### src/rtl/elevator_call_latch_if.sv
// Button, sensor and lamp bundle for elevator_call_latch.
// Handshake: none. Every signal is a level sampled on the rising clk edge.
// The master drives the raw buttons and feedback, and the slave returns lamps and summary.
// last_dir_dbg exposes the latch's direction-memory state.
interface elevator_call_latch_if;
    logic       u1, u2, d2, d3;
    logic       f1, f2, f3;
    logic [1:0] fs;
    logic       door;
    logic [1:0] dir;
    logic       u1_q, u2_q, d2_q, d3_q, f1_q, f2_q, f3_q;
    logic       req_above, req_below, req_here, any_req;
    logic [1:0] last_dir_dbg;

    modport master (
        output u1, u2, d2, d3, f1, f2, f3, fs, door, dir,
        input  u1_q, u2_q, d2_q, d3_q, f1_q, f2_q, f3_q,
        input  req_above, req_below, req_here, any_req, last_dir_dbg
    );

    modport slave (
        input  u1, u2, d2, d3, f1, f2, f3, fs, door, dir,
        output u1_q, u2_q, d2_q, d3_q, f1_q, f2_q, f3_q,
        output req_above, req_below, req_here, any_req, last_dir_dbg
    );
endinterface

### src/rtl/elevator_call_latch.sv
// elevator_call_latch: debounces hall and car buttons and latches them as pending requests.
// It clears requests as the car serves them and summarises the pending requests relative to the current floor.
// Optional macro CALL_CANCEL_EN: a repeat accepted press on a pending car button cancels it.
module elevator_call_latch #(
    parameter int DEBOUNCE_CYCLES = 2,
    parameter int CNT_W           = 4
) (
    input logic            clk,
    input logic            rst,
    elevator_call_latch_if.slave bus
);
    typedef enum logic [1:0] {
        DIR_NONE = 2'b00,
        DIR_UP   = 2'b01,
        DIR_DOWN = 2'b10
    } dir_e;

    localparam int NB   = 7;
    localparam int B_U1 = 0;
    localparam int B_U2 = 1;
    localparam int B_D2 = 2;
    localparam int B_D3 = 3;
    localparam int B_F1 = 4;
    localparam int B_F2 = 5;
    localparam int B_F3 = 6;
    localparam logic [CNT_W-1:0] DB_MAX = CNT_W'(DEBOUNCE_CYCLES);

    logic [NB-1:0]    raw;
    logic [NB-1:0]    accept;
    logic [NB-1:0]    clr;
    logic [NB-1:0]    pend_q, pend_d;
    logic [NB-1:0]    armed_q, armed_d;
    logic [CNT_W-1:0] cnt_q [NB];
    logic [CNT_W-1:0] cnt_d [NB];
    dir_e             dir_q, dir_d;
    logic             r1, r2, r3;
    logic             at_f1, at_f2, at_f3;

    assign raw = {bus.f3, bus.f2, bus.f1, bus.d3, bus.d2, bus.u2, bus.u1};

    // Requests grouped by floor, taken from the registered pending bits
    assign r1 = pend_q[B_U1] | pend_q[B_F1];
    assign r2 = pend_q[B_U2] | pend_q[B_D2] | pend_q[B_F2];
    assign r3 = pend_q[B_D3] | pend_q[B_F3];

    // A floor is being served while the car sits there with the door open
    assign at_f1 = (bus.fs == 2'b01) && !bus.door;
    assign at_f2 = (bus.fs == 2'b10) && !bus.door;
    assign at_f3 = (bus.fs == 2'b11) && !bus.door;

    // Debounce: count consecutive high samples and accept once per press while armed
    always_comb begin
        for (int i = 0; i < NB; i++) begin
            cnt_d[i]   = '0;
            armed_d[i] = 1'b1;
            accept[i]  = 1'b0;
            if (raw[i]) begin
                cnt_d[i]   = (cnt_q[i] == DB_MAX) ? DB_MAX : cnt_q[i] + CNT_W'(1);
                accept[i]  = armed_q[i] && (cnt_d[i] == DB_MAX);
                armed_d[i] = armed_q[i] && !accept[i];
            end
        end
    end

    // Direction memory: follows up/down motion; idle and illegal codes keep the old value
    always_comb begin
        dir_d = dir_q;
        case (bus.dir)
            2'b01:   dir_d = DIR_UP;
            2'b10:   dir_d = DIR_DOWN;
            default: dir_d = dir_q;
        endcase
    end

    // Service clears; at F2 the direction decides which hall call is served
    always_comb begin
        clr = '0;
        if (at_f1) begin
            clr[B_U1] = 1'b1;
            clr[B_F1] = 1'b1;
        end
        if (at_f3) begin
            clr[B_D3] = 1'b1;
            clr[B_F3] = 1'b1;
        end
        if (at_f2) begin
            clr[B_F2] = 1'b1;
            case (dir_q)
                DIR_UP: begin
                    clr[B_U2] = 1'b1;
                    clr[B_D2] = !r3;
                end
                DIR_DOWN: begin
                    clr[B_D2] = 1'b1;
                    clr[B_U2] = !r1;
                end
                default: begin
                    clr[B_U2] = 1'b1;
                    clr[B_D2] = 1'b1;
                end
            endcase
        end
    end

    // Pending update: an accepted press sets the bit and a clear always wins
    always_comb begin
        for (int i = 0; i < NB; i++) begin
            pend_d[i] = pend_q[i];
            if (accept[i]) begin
`ifdef CALL_CANCEL_EN
                pend_d[i] = (i >= B_F1) ? !pend_q[i] : 1'b1;
`else
                pend_d[i] = 1'b1;
`endif
            end
            if (clr[i]) begin
                pend_d[i] = 1'b0;
            end
        end
    end

    // State registers; reset leaves buttons unarmed so a press held through reset is dropped
    always_ff @(posedge clk or posedge rst) begin
        if (rst) begin
            pend_q  <= '0;
            armed_q <= '0;
            dir_q   <= DIR_NONE;
            for (int i = 0; i < NB; i++) begin
                cnt_q[i] <= '0;
            end
        end else begin
            pend_q  <= pend_d;
            armed_q <= armed_d;
            dir_q   <= dir_d;
            for (int i = 0; i < NB; i++) begin
                cnt_q[i] <= cnt_d[i];
            end
        end
    end

    // Floor summary relative to the sensor; between floors only any_req is meaningful
    always_comb begin
        bus.req_above = 1'b0;
        bus.req_below = 1'b0;
        bus.req_here  = 1'b0;
        case (bus.fs)
            2'b01: begin
                bus.req_above = r2 | r3;
                bus.req_here  = r1;
            end
            2'b10: begin
                bus.req_above = r3;
                bus.req_below = r1;
                bus.req_here  = r2;
            end
            2'b11: begin
                bus.req_below = r1 | r2;
                bus.req_here  = r3;
            end
            default: begin
                bus.req_above = 1'b0;
            end
        endcase
    end

    assign bus.u1_q         = pend_q[B_U1];
    assign bus.u2_q         = pend_q[B_U2];
    assign bus.d2_q         = pend_q[B_D2];
    assign bus.d3_q         = pend_q[B_D3];
    assign bus.f1_q         = pend_q[B_F1];
    assign bus.f2_q         = pend_q[B_F2];
    assign bus.f3_q         = pend_q[B_F3];
    assign bus.any_req      = |pend_q;
    assign bus.last_dir_dbg = dir_q;
endmodule

### src/flat_wrapper.sv
// flat-port wrapper written by rule: the top's interface ports become plain ports
module elevator_call_latch_flat 
#(
    parameter int DEBOUNCE_CYCLES = 2,
    parameter int CNT_W           = 4
)
  (clk, rst, bus_u1, bus_u2, bus_d2, bus_d3, bus_f1, bus_f2, bus_f3, bus_fs, bus_door, bus_dir, bus_u1_q, bus_u2_q, bus_d2_q, bus_d3_q, bus_f1_q, bus_f2_q, bus_f3_q, bus_req_above, bus_req_below, bus_req_here, bus_any_req, bus_last_dir_dbg);
  elevator_call_latch_if bus_i ();
  input logic clk;
  input logic rst;
  input wire logic [$bits(bus_i.u1)-1:0] bus_u1;
  input wire logic [$bits(bus_i.u2)-1:0] bus_u2;
  input wire logic [$bits(bus_i.d2)-1:0] bus_d2;
  input wire logic [$bits(bus_i.d3)-1:0] bus_d3;
  input wire logic [$bits(bus_i.f1)-1:0] bus_f1;
  input wire logic [$bits(bus_i.f2)-1:0] bus_f2;
  input wire logic [$bits(bus_i.f3)-1:0] bus_f3;
  input wire logic [$bits(bus_i.fs)-1:0] bus_fs;
  input wire logic [$bits(bus_i.door)-1:0] bus_door;
  input wire logic [$bits(bus_i.dir)-1:0] bus_dir;
  output wire logic [$bits(bus_i.u1_q)-1:0] bus_u1_q;
  output wire logic [$bits(bus_i.u2_q)-1:0] bus_u2_q;
  output wire logic [$bits(bus_i.d2_q)-1:0] bus_d2_q;
  output wire logic [$bits(bus_i.d3_q)-1:0] bus_d3_q;
  output wire logic [$bits(bus_i.f1_q)-1:0] bus_f1_q;
  output wire logic [$bits(bus_i.f2_q)-1:0] bus_f2_q;
  output wire logic [$bits(bus_i.f3_q)-1:0] bus_f3_q;
  output wire logic [$bits(bus_i.req_above)-1:0] bus_req_above;
  output wire logic [$bits(bus_i.req_below)-1:0] bus_req_below;
  output wire logic [$bits(bus_i.req_here)-1:0] bus_req_here;
  output wire logic [$bits(bus_i.any_req)-1:0] bus_any_req;
  output wire logic [$bits(bus_i.last_dir_dbg)-1:0] bus_last_dir_dbg;
  assign bus_i.u1 = bus_u1;
  assign bus_i.u2 = bus_u2;
  assign bus_i.d2 = bus_d2;
  assign bus_i.d3 = bus_d3;
  assign bus_i.f1 = bus_f1;
  assign bus_i.f2 = bus_f2;
  assign bus_i.f3 = bus_f3;
  assign bus_i.fs = bus_fs;
  assign bus_i.door = bus_door;
  assign bus_i.dir = bus_dir;
  assign bus_u1_q = bus_i.u1_q;
  assign bus_u2_q = bus_i.u2_q;
  assign bus_d2_q = bus_i.d2_q;
  assign bus_d3_q = bus_i.d3_q;
  assign bus_f1_q = bus_i.f1_q;
  assign bus_f2_q = bus_i.f2_q;
  assign bus_f3_q = bus_i.f3_q;
  assign bus_req_above = bus_i.req_above;
  assign bus_req_below = bus_i.req_below;
  assign bus_req_here = bus_i.req_here;
  assign bus_any_req = bus_i.any_req;
  assign bus_last_dir_dbg = bus_i.last_dir_dbg;
  elevator_call_latch #(.DEBOUNCE_CYCLES(DEBOUNCE_CYCLES), .CNT_W(CNT_W)) u_core (.clk(clk), .rst(rst), .bus(bus_i));
endmodule
### config.mk
export PLATFORM = sky130hd
export DESIGN_NAME = elevator_call_latch_flat
export DESIGN_NICKNAME = d
export VERILOG_FILES = /design/src/rtl/elevator_call_latch_if.sv /design/src/rtl/elevator_call_latch.sv /design/src/flat_wrapper.sv
export SDC_FILE = /design/constraint.sdc
export NUM_CORES = 1
export LEC_CHECK = 0
export BUFFER_PORTS_ARGS = -buffer_cell sky130_fd_sc_hd__buf_2
export CORE_ASPECT_RATIO = 1.5
export CORE_UTILIZATION = 62
export DETAILED_ROUTE_END_ITERATION = 10
export PLACE_DENSITY = 0.92
export SLEW_MARGIN = 10
export SYNTH_ARGS = -nofsm -noshare
export SYNTH_HDL_FRONTEND = slang
export SYNTH_SLANG_ARGS = --single-unit
### constraint.sdc
create_clock -name clk -period 2.1 [get_ports clk]
set_input_delay 0.42 -clock clk [delete_from_list [all_inputs] [get_ports clk]]
set_output_delay 0.42 -clock clk [all_outputs]
set_load 0.05 [all_outputs]
* Word-level counts from Yosys, hierarchy flattened
Cells that the tools add are included.
** Operators by class
- Muxes and demuxes :: 51
- Bitwise operators :: 6
- Equal/unequal tests :: 21
- Add/sub/neg operators :: 7
- Reductions and logical operators :: 36
** Operator list (count)
- equality test 4 x 2 -> 1 bit (second input constant) :: 14
- 2-to-1 mux 4 bit :: 14
- 2-to-1 mux 1 bit :: 31
- adder 4 x 1 -> 4 bit (second input constant) :: 7
- logical AND 1 bit :: 17
- nonzero test 2 bit :: 8
- logical NOT 1 bit :: 10
- equality test 2 bit (second input constant) :: 4
- case mux 2 bit (2 select lines) :: 2
- OR reduction 7 bit :: 1
- equality test 2 x 1 -> 1 bit (second input constant) :: 3
- bitwise OR 1 bit :: 6
- case mux 1 bit (2 select lines) :: 2
- case mux 1 bit (3 select lines) :: 1
- 2-to-1 mux 2 bit :: 1
** Word-level totals
- Bits in registers :: 44
- Logic and storage cells :: 137
- Input port bits :: 14
- Output and inout port bits :: 13

* Depth between registers and ports, before layout
Gate-level depths: netlist (run 1).
- Depth in word-level cells :: 7
- Gate-level depth with buffers :: 6
- Mapped depth without buffers :: 6

* Worst setup path after synthesis (run 1)
No wires, ideal clock.
- Path type :: reg-to-output
- Start :: register u_core.pend_q[1]
- End :: output port bus_req_above
- Path buffers :: 0
- Cell stages (with the launch flop) :: 5
- Required time :: 1.680 ns
- Data arrival time :: 2.191 ns
- Slack :: -0.511 ns
- Cells stage by stage :: dfrtp_1 -> or3_4 -> nor3_1 -> nand2b_1 -> a21boi_0
** On the way
- Longest elaborated chain between the ends :: 4
** RTL lines
- from (decl) :: RTL line elevator_call_latch.sv:31 : logic [NB-1:0] pend_q, pend_d;
- from (signal assigned) :: RTL line elevator_call_latch.sv:132 : pend_q <= pend_d;
- bitwise OR 1 bit (2 in series) :: RTL line elevator_call_latch.sv:43 : assign r2 = pend_q[B_U2] | pend_q[B_D2] | pend_q[B_F2];
- bitwise OR 1 bit :: RTL line elevator_call_latch.sv:148 : bus.req_above = r2 | r3;
- case mux 1 bit (2 select lines) :: RTL line elevator_call_latch.sv:146 : case (bus.fs)
- to (decl) :: RTL line flat_wrapper.sv:28 : output wire logic [$bits(bus_i.req_above)-1:0] bus_req_above;
Every way passes these cells.

* Worst setup path in the final report (run 1)
Same ends and word-level chain as after synthesis.

==> results of run 1 <==
-- synthesized netlist by cell type (all sizes together) (2+ instances only) --
cell	instances
and2	9
a31oi	5
nor2b	11
nor2	8
and3	4
xnor2	10
nand2b	16
nand3b	4
o21ai	9
o31ai	4
a21boi	5
a211oi	4
or2b	2
nor4b	4
nand2	16
nand3	7
a2bb2oi	2
ha	21
o21ba	2
dfrtp	44
nor3b	14
inv	18
a21oi	3
nor4	2
a211o	2
-- cell type report --
class | instances | area [sq um] | share of cell area (%)
Clock inverter | 2 | 15.0 | 0.546
Sequential cell | 44 | 1100 | 40.1
Tap cell | 43 | 53.8 | 1.96
Timing Repair Buffer | 27 | 144 | 5.24
Clock buffer | 6 | 82.6 | 3.01
Inverter | 18 | 67.6 | 2.46
Multi-Input combinational cell | 171 | 1280 | 46.7
-- worst max-delay path: stages, from the launching register on --
cell and delay, ps:
dfrtp_1 390, or3_4 420, nor3_4 140, nand2b_4 150
a21boi_2 60, buf_6 160
-- flip-flops by register name, indices dropped and copies added (netlist names) --
signal                   cells
u_core.bus.last_dir_dbg      2
u_core.armed_q               7
u_core.cnt_q                28
u_core.pend_q                7
-- metal layers --
layer | global-route usage (%) | share of wire (%) | vias up
li1 | - | - | 874
met1 | 26.0 | 42 | 840
met2 | 42.4 | 52 | 29
met3 | 7.17 | 4.4 | 6
met4 | 8.68 | 1.8 | 0
met5 | 0 | 0 | -
-- worst paths after layout --
path / start / endpoint / slack [ps]
max: u_core.pend_q[1] / bus_req_above / 50
min: rst / u_core.cnt_q[24] / 250
min in group clk: bus_f2 / u_core.armed_q[5] / 320
max in group asynchronous: rst / u_core.cnt_q[14] / 1490
min reg2reg: u_core.armed_q[1] / u_core.armed_q[1] / 510
max reg2reg: u_core.cnt_q[16] / u_core.pend_q[2] / 540
-- what timing repair did --
action / in CTS / in global routing
gates resized for setup: 2 / 3
buffers inserted: 0 / 0
cloned: 0 / 0
endpoints found under the setup margin: 1 / 1
-- logic make-up after synthesis --
| kind of cell | count (synthesis) | share of synthesized area (%) |
|---|---|---|
| fa+ha+maj | 21 | 10.9 |
| flops | 44 | 45.5 |
| xor+xnor | 11 | 3.98 |
| mux | 1 | 0.465 |
| buf+inv | 18 | 2.79 |
| simple gates | 101 | 25.5 |
| compound gates | 37 | 10.9 |
-- per-stage QoR --
step	util, %	hold slack [ps]
finish	73.9	246
global route	73.9	292
CTS	73.5	262
detailed placement	70.6	491
global placement	70.6	476
floorplan	-	463
-- power breakdown --
group	internal [mW]	leakage, nW	switching [mW]
clock network	0.266	0.0434	0.290
logic	0.375	0.702	0.677
registers	1.01	0.554	0.176
total	1.65	1.30	1.14
==> results.tsv, run 1 <==
stage	metric	value	unit
detailed_routing	routed_wl	4230	um
placed_design	portBuffers	26	
logic_synthesis	yosysWarningCount	0	
global_routing	gr-total-overflow	0	
logic_synthesis	synthesis.area	2420	sq um
logic_synthesis	synth_top_area_share	45.5	%
finish	final_cell_mix	dfrtp_1, buf_2, ha_1	
timing	hold_viol_final	0	
die	die_w	53.0	um
power	p_leak	1.30	nW
cts	clockBufferDepth	2	
logic_synthesis	synthesis.nets	268	
critical_path	crit_path_start_kind	flop	
global_routing	antenna_found_initial	0	
die	io_pins	27	
placed_design	dp_slack	270	ps
timing	finalSetupViolCount	0	
detailed_routing	wire_per_inst	13.6	um
logic_synthesis	avgSynthCellArea	10.4	sq um
cts	cts_tree	built	
critical_path	worstSetupPathType	flop to output pin	
die	initial_core_util	65.1	%
finish	diodes	0	
logic_synthesis	synth_area_leaders	dfrtp_1, ha_1, nand2b_1	
die	rows	27	
power	ir_drop	0.00112	V
die	dieArea	4160	sq um
timing	relSlewSlack	64.4	%
min_path	hold_class	input port to asynchronous set/reset pin	
timing	worstMarginPinSlew	534	ps
critical_path	critPathArrivalTime	1630	ps
global_routing	grt_pass1_wl	7250	um
detailed_routing	dr_total_vias	1749	
cts	clockRootBuffer	clkbuf_8	
critical_path	crit_path_end_kind	output pin	
global_routing	grt_pass1_vias	1703	
timing	rsz0062_at_grt	true	
cts	cts.sinks	44	
detailed_routing	drcViolationCount	0	
logic_synthesis	ys_async_sr_fraction	100	%
timing	final_min_period_over_clock_period	97.7	%
global_routing	track_usage	24.0	%
critical_path	crit_fanout	3	
logic_synthesis	synth_edf_count	0	
logic_synthesis	ys_seq_elements	44	
timing	tns	0	ps
timing	fin_worst_skew	5.48	ps
finish	final_area	2750	sq um
global_routing	grt_max_degree	45	
cts	cts-hold-fix-buffers	0	
cts	cts_made_buffers	5	
critical_path	crit_required	1680	ps
die	die_height	78.5	um
finish	layout.cells.non_filler	311	
logic_synthesis	synth.largest_area_cell	dfrtp_1	
critical_path	r2r_cells	6	
job	maxCapViolCount	0	
placed_design	placedCellCount	303	
cts	path_clk_slew	80	ps
placed_design	hpwl	3230	um
logic_synthesis	ys_seq_area_share	45.5	%
detailed_routing	vias_per_cell	5.62	
cts	clock_latency	300	ps
timing	worst_slack	48.0	ps
power	cellPowerDensity	1010	nW/um^2
logic_synthesis	synth.distinct_cells	35	
power	power	2.79	mW
placed_design	place.gp.congestion	0.806	
outcome	status	finished, final reports clean	
die	design.core.area	3720	sq um
cts	htree_levels	2	
detailed_routing	ant_nets	0	
detailed_routing	drt_iter0_drc	40	
detailed_routing	drtPass1Iterations	6	
timing	fmax	0.487	GHz
logic_synthesis	synthCells	233	
finish	syn2layout_area_growth	13.5	%
timing	slew_violations	0	
timing	layout_min_cycle_time	2050	ps
finish	nets	302	
finish	drive_gt1_share	18.7	%
finish	fill_cells	270	
finish	final_common_cell	dfrtp_1	
placed_design	post_dp_cell_area	2630	sq um
logic_synthesis	ys.flop_type	dfrtp_1	
(Power assumes the default switching activity.)
==> run 2: changes to the inputs <==
--- a/config.mk
+++ b/config.mk
@@ -9,7 +9,7 @@
 export CORE_ASPECT_RATIO = 1.5
 export CORE_UTILIZATION = 62
 export DETAILED_ROUTE_END_ITERATION = 10
-export PLACE_DENSITY = 0.92
+export PLACE_DENSITY = 0.94
 export SLEW_MARGIN = 10
 export SYNTH_ARGS = -nofsm -noshare
 export SYNTH_HDL_FRONTEND = slang
==> results.tsv, run 2 (synthesis gave the netlist of run 1 again) <==
stage	metric	value	unit	change
outcome	status	finished, final reports clean		
placed_design	placedCellCount	303		unchanged
cts	clockRootBuffer	clkbuf_8		
detailed_routing	vias_per_cell	5.74		+2.0%
detailed_routing	drtPass1Iterations	5		-1
timing	tns	0	ps	unchanged
global_routing	grt_pass1_wl	7690	um	+6.2%
timing	layout_min_cycle_time	2030	ps	-24.8 ps
power	swShare	41.0	%	about the same
power	ir_drop	0.000906	V	-19%
placed_design	portBuffers	26		unchanged
power	p_leak	1.30	nW	about the same
critical_path	crit_path_start_kind	flop		
timing	worst_slack	72.7	ps	+24.8 ps
detailed_routing	drt_iter0_drc	61		+53%
critical_path	crit_path_end_kind	output pin		
finish	final_cell_mix	dfrtp_1, buf_2, ha_1		
timing	hold_viol_final	0		unchanged
finish	final_util	73.5	%	-0.40 points
timing	whs	247	ps	+0.501 ps
timing	slew_violations	0		unchanged
finish	final_common_cell	dfrtp_1		
power	p_seq_share	42.7	%	+0.4 points
critical_path	worstSetupStartpoint	u_core.pend_q[1]		
timing	worstMarginPinSlew	537	ps	+3.34 ps
timing	final_min_period_over_clock_period	96.5	%	-1.2 points
detailed_routing	drcViolationCount	0		unchanged
die	die_w	53.0	um	unchanged
critical_path	r2r_cells	6		unchanged
die	rows	27		unchanged
power	power	2.78	mW	-0.18%
die	design.core.area	3720	sq um	unchanged
critical_path	r2r-end	u_core.pend_q[1]		
global_routing	antenna_found_initial	0		unchanged
cts	cts_tree	built		
detailed_routing	ant_nets	0		unchanged
critical_path	critPathArrivalTime	1610	ps	-20 ps
timing	rsz0062_at_grt	false		
finish	nets	302		unchanged
die	io_pins	27		unchanged
cts	cts_made_buffers	5		unchanged
die	dieArea	4160	sq um	unchanged
finish	final_area	2730	sq um	-0.55%
detailed_routing	wire_per_inst	14.4	um	+5.8%
die	die_height	78.5	um	unchanged
critical_path	rrSetupSlack	550	ps	about the same
cts	clockBufferDepth	2		unchanged
global_routing	grt_max_degree	45		unchanged
cts	path_clk_slew	80	ps	about the same
finish	top_register	u_core.cnt_q		
finish	top_regs	u_core.cnt_q: 28 flops, u_core.armed_q: 7 flops, u_core.pend_q: 7 flops		
cts	htree_levels	2		unchanged
die	initial_core_util	65.1	%	unchanged
global_routing	track_usage	25.5	%	+1.5 points
placed_design	place.gp.congestion	0.804		-0.19%
finish	layout.cells.non_filler	311		unchanged
critical_path	rr_startpoint	u_core.cnt_q[20]		
power	intPower	1.64	mW	-0.23%
placed_design	dp_slack	254	ps	-16.0 ps
power	p_clk_share	19.4	%	-0.5 points
min_path	hold_class	input port to asynchronous set/reset pin		
detailed_routing	dr_total_vias	1784		+2.0%
finish	largest_reg_flops	28		unchanged
critical_path	worstSetupPathType	flop to output pin		
placed_design	hpwl	3240	um	+0.29%
global_routing	gr-total-overflow	0		unchanged
critical_path	crit_required	1680	ps	about the same
timing	fmax	0.493	GHz	+1.2%
detailed_routing	routed_wl	4470	um	+5.8%
placed_design	post_dp_cell_area	2630	sq um	unchanged
finish	syn2layout_area_growth	12.9	%	
global_routing	grt_pass1_vias	1821		+6.9%
finish	diodes	0		unchanged
power	pwr-share-comb	37.9	%	+0.2 points
timing	finalSetupViolCount	0		unchanged
job	maxCapViolCount	0		unchanged
cts	cts.sinks	44		unchanged
finish	drive_gt1_share	17.5	%	-1.1 points
critical_path	crit_fanout	3		unchanged
power	p_sw	1.14	mW	-0.10%
cts	cts-hold-fix-buffers	0		unchanged
power	cellPowerDensity	1020	nW/um^2	+0.37%
timing	relSlewSlack	64.2	%	-0.22 points
cts	clock_latency	300	ps	about the same
timing	fin_worst_skew	5.57	ps	+0.0897 ps
==> run 2: power by group through the flow <==
stage | registers, mW | clock network (mW) | logic (mW)
2_1_floorplan | 1.40 | 0 | 0.555
3_3_place_gp | 1.18 | 0 | 1.00
3_5_place_dp | 1.19 | 0 | 1.02
4_1_cts | 1.18 | 0.550 | 1.04
5_1_grt | 1.21 | 0.586 | 1.15
6_report | 1.19 | 0.539 | 1.06
==> run 2: metal layers <==
layer  part of all wire (%)  vias to the layer above  track usage, %
li1                       -                      871               -
met1                     41                      873            26.8
met2                     53                       31            45.9
met3                    4.0                        9            6.98
met4                    2.0                        0            10.0
met5                      0                        -               0
==> run 2: critical path, cell delays in order, from the launching register on <==
cell,delay (ps)
dfrtp_1,400
or3_4,420
nor3_4,120
nand2b_1,140
a21boi_2,60
buf_6,160
==> run 2: worst max path at each step <==
stage,endpoint,cells after the start
global placement,bus_req_above,5
CTS,bus_req_above,5
floorplan,bus_req_above,4
global route,bus_req_above,5
detailed placement,bus_req_here,6
finish,bus_req_above,5
==> run 2: area by class of cell <==
type                            instances  area, sq um
Multi-Input combinational cell        171         1280
Sequential cell                        44         1100
Fill cell                             281          983
Timing Repair Buffer                   27          144
Clock buffer                            8         90.1
Inverter                               18         67.6
Tap cell                               43         53.8
==> run 2: what timing repair did <==
item                                    4_1_cts  5_1_grt
resized for setup                             2        2
endpoints found under the setup margin        1        1
setup buffers                                 0        0
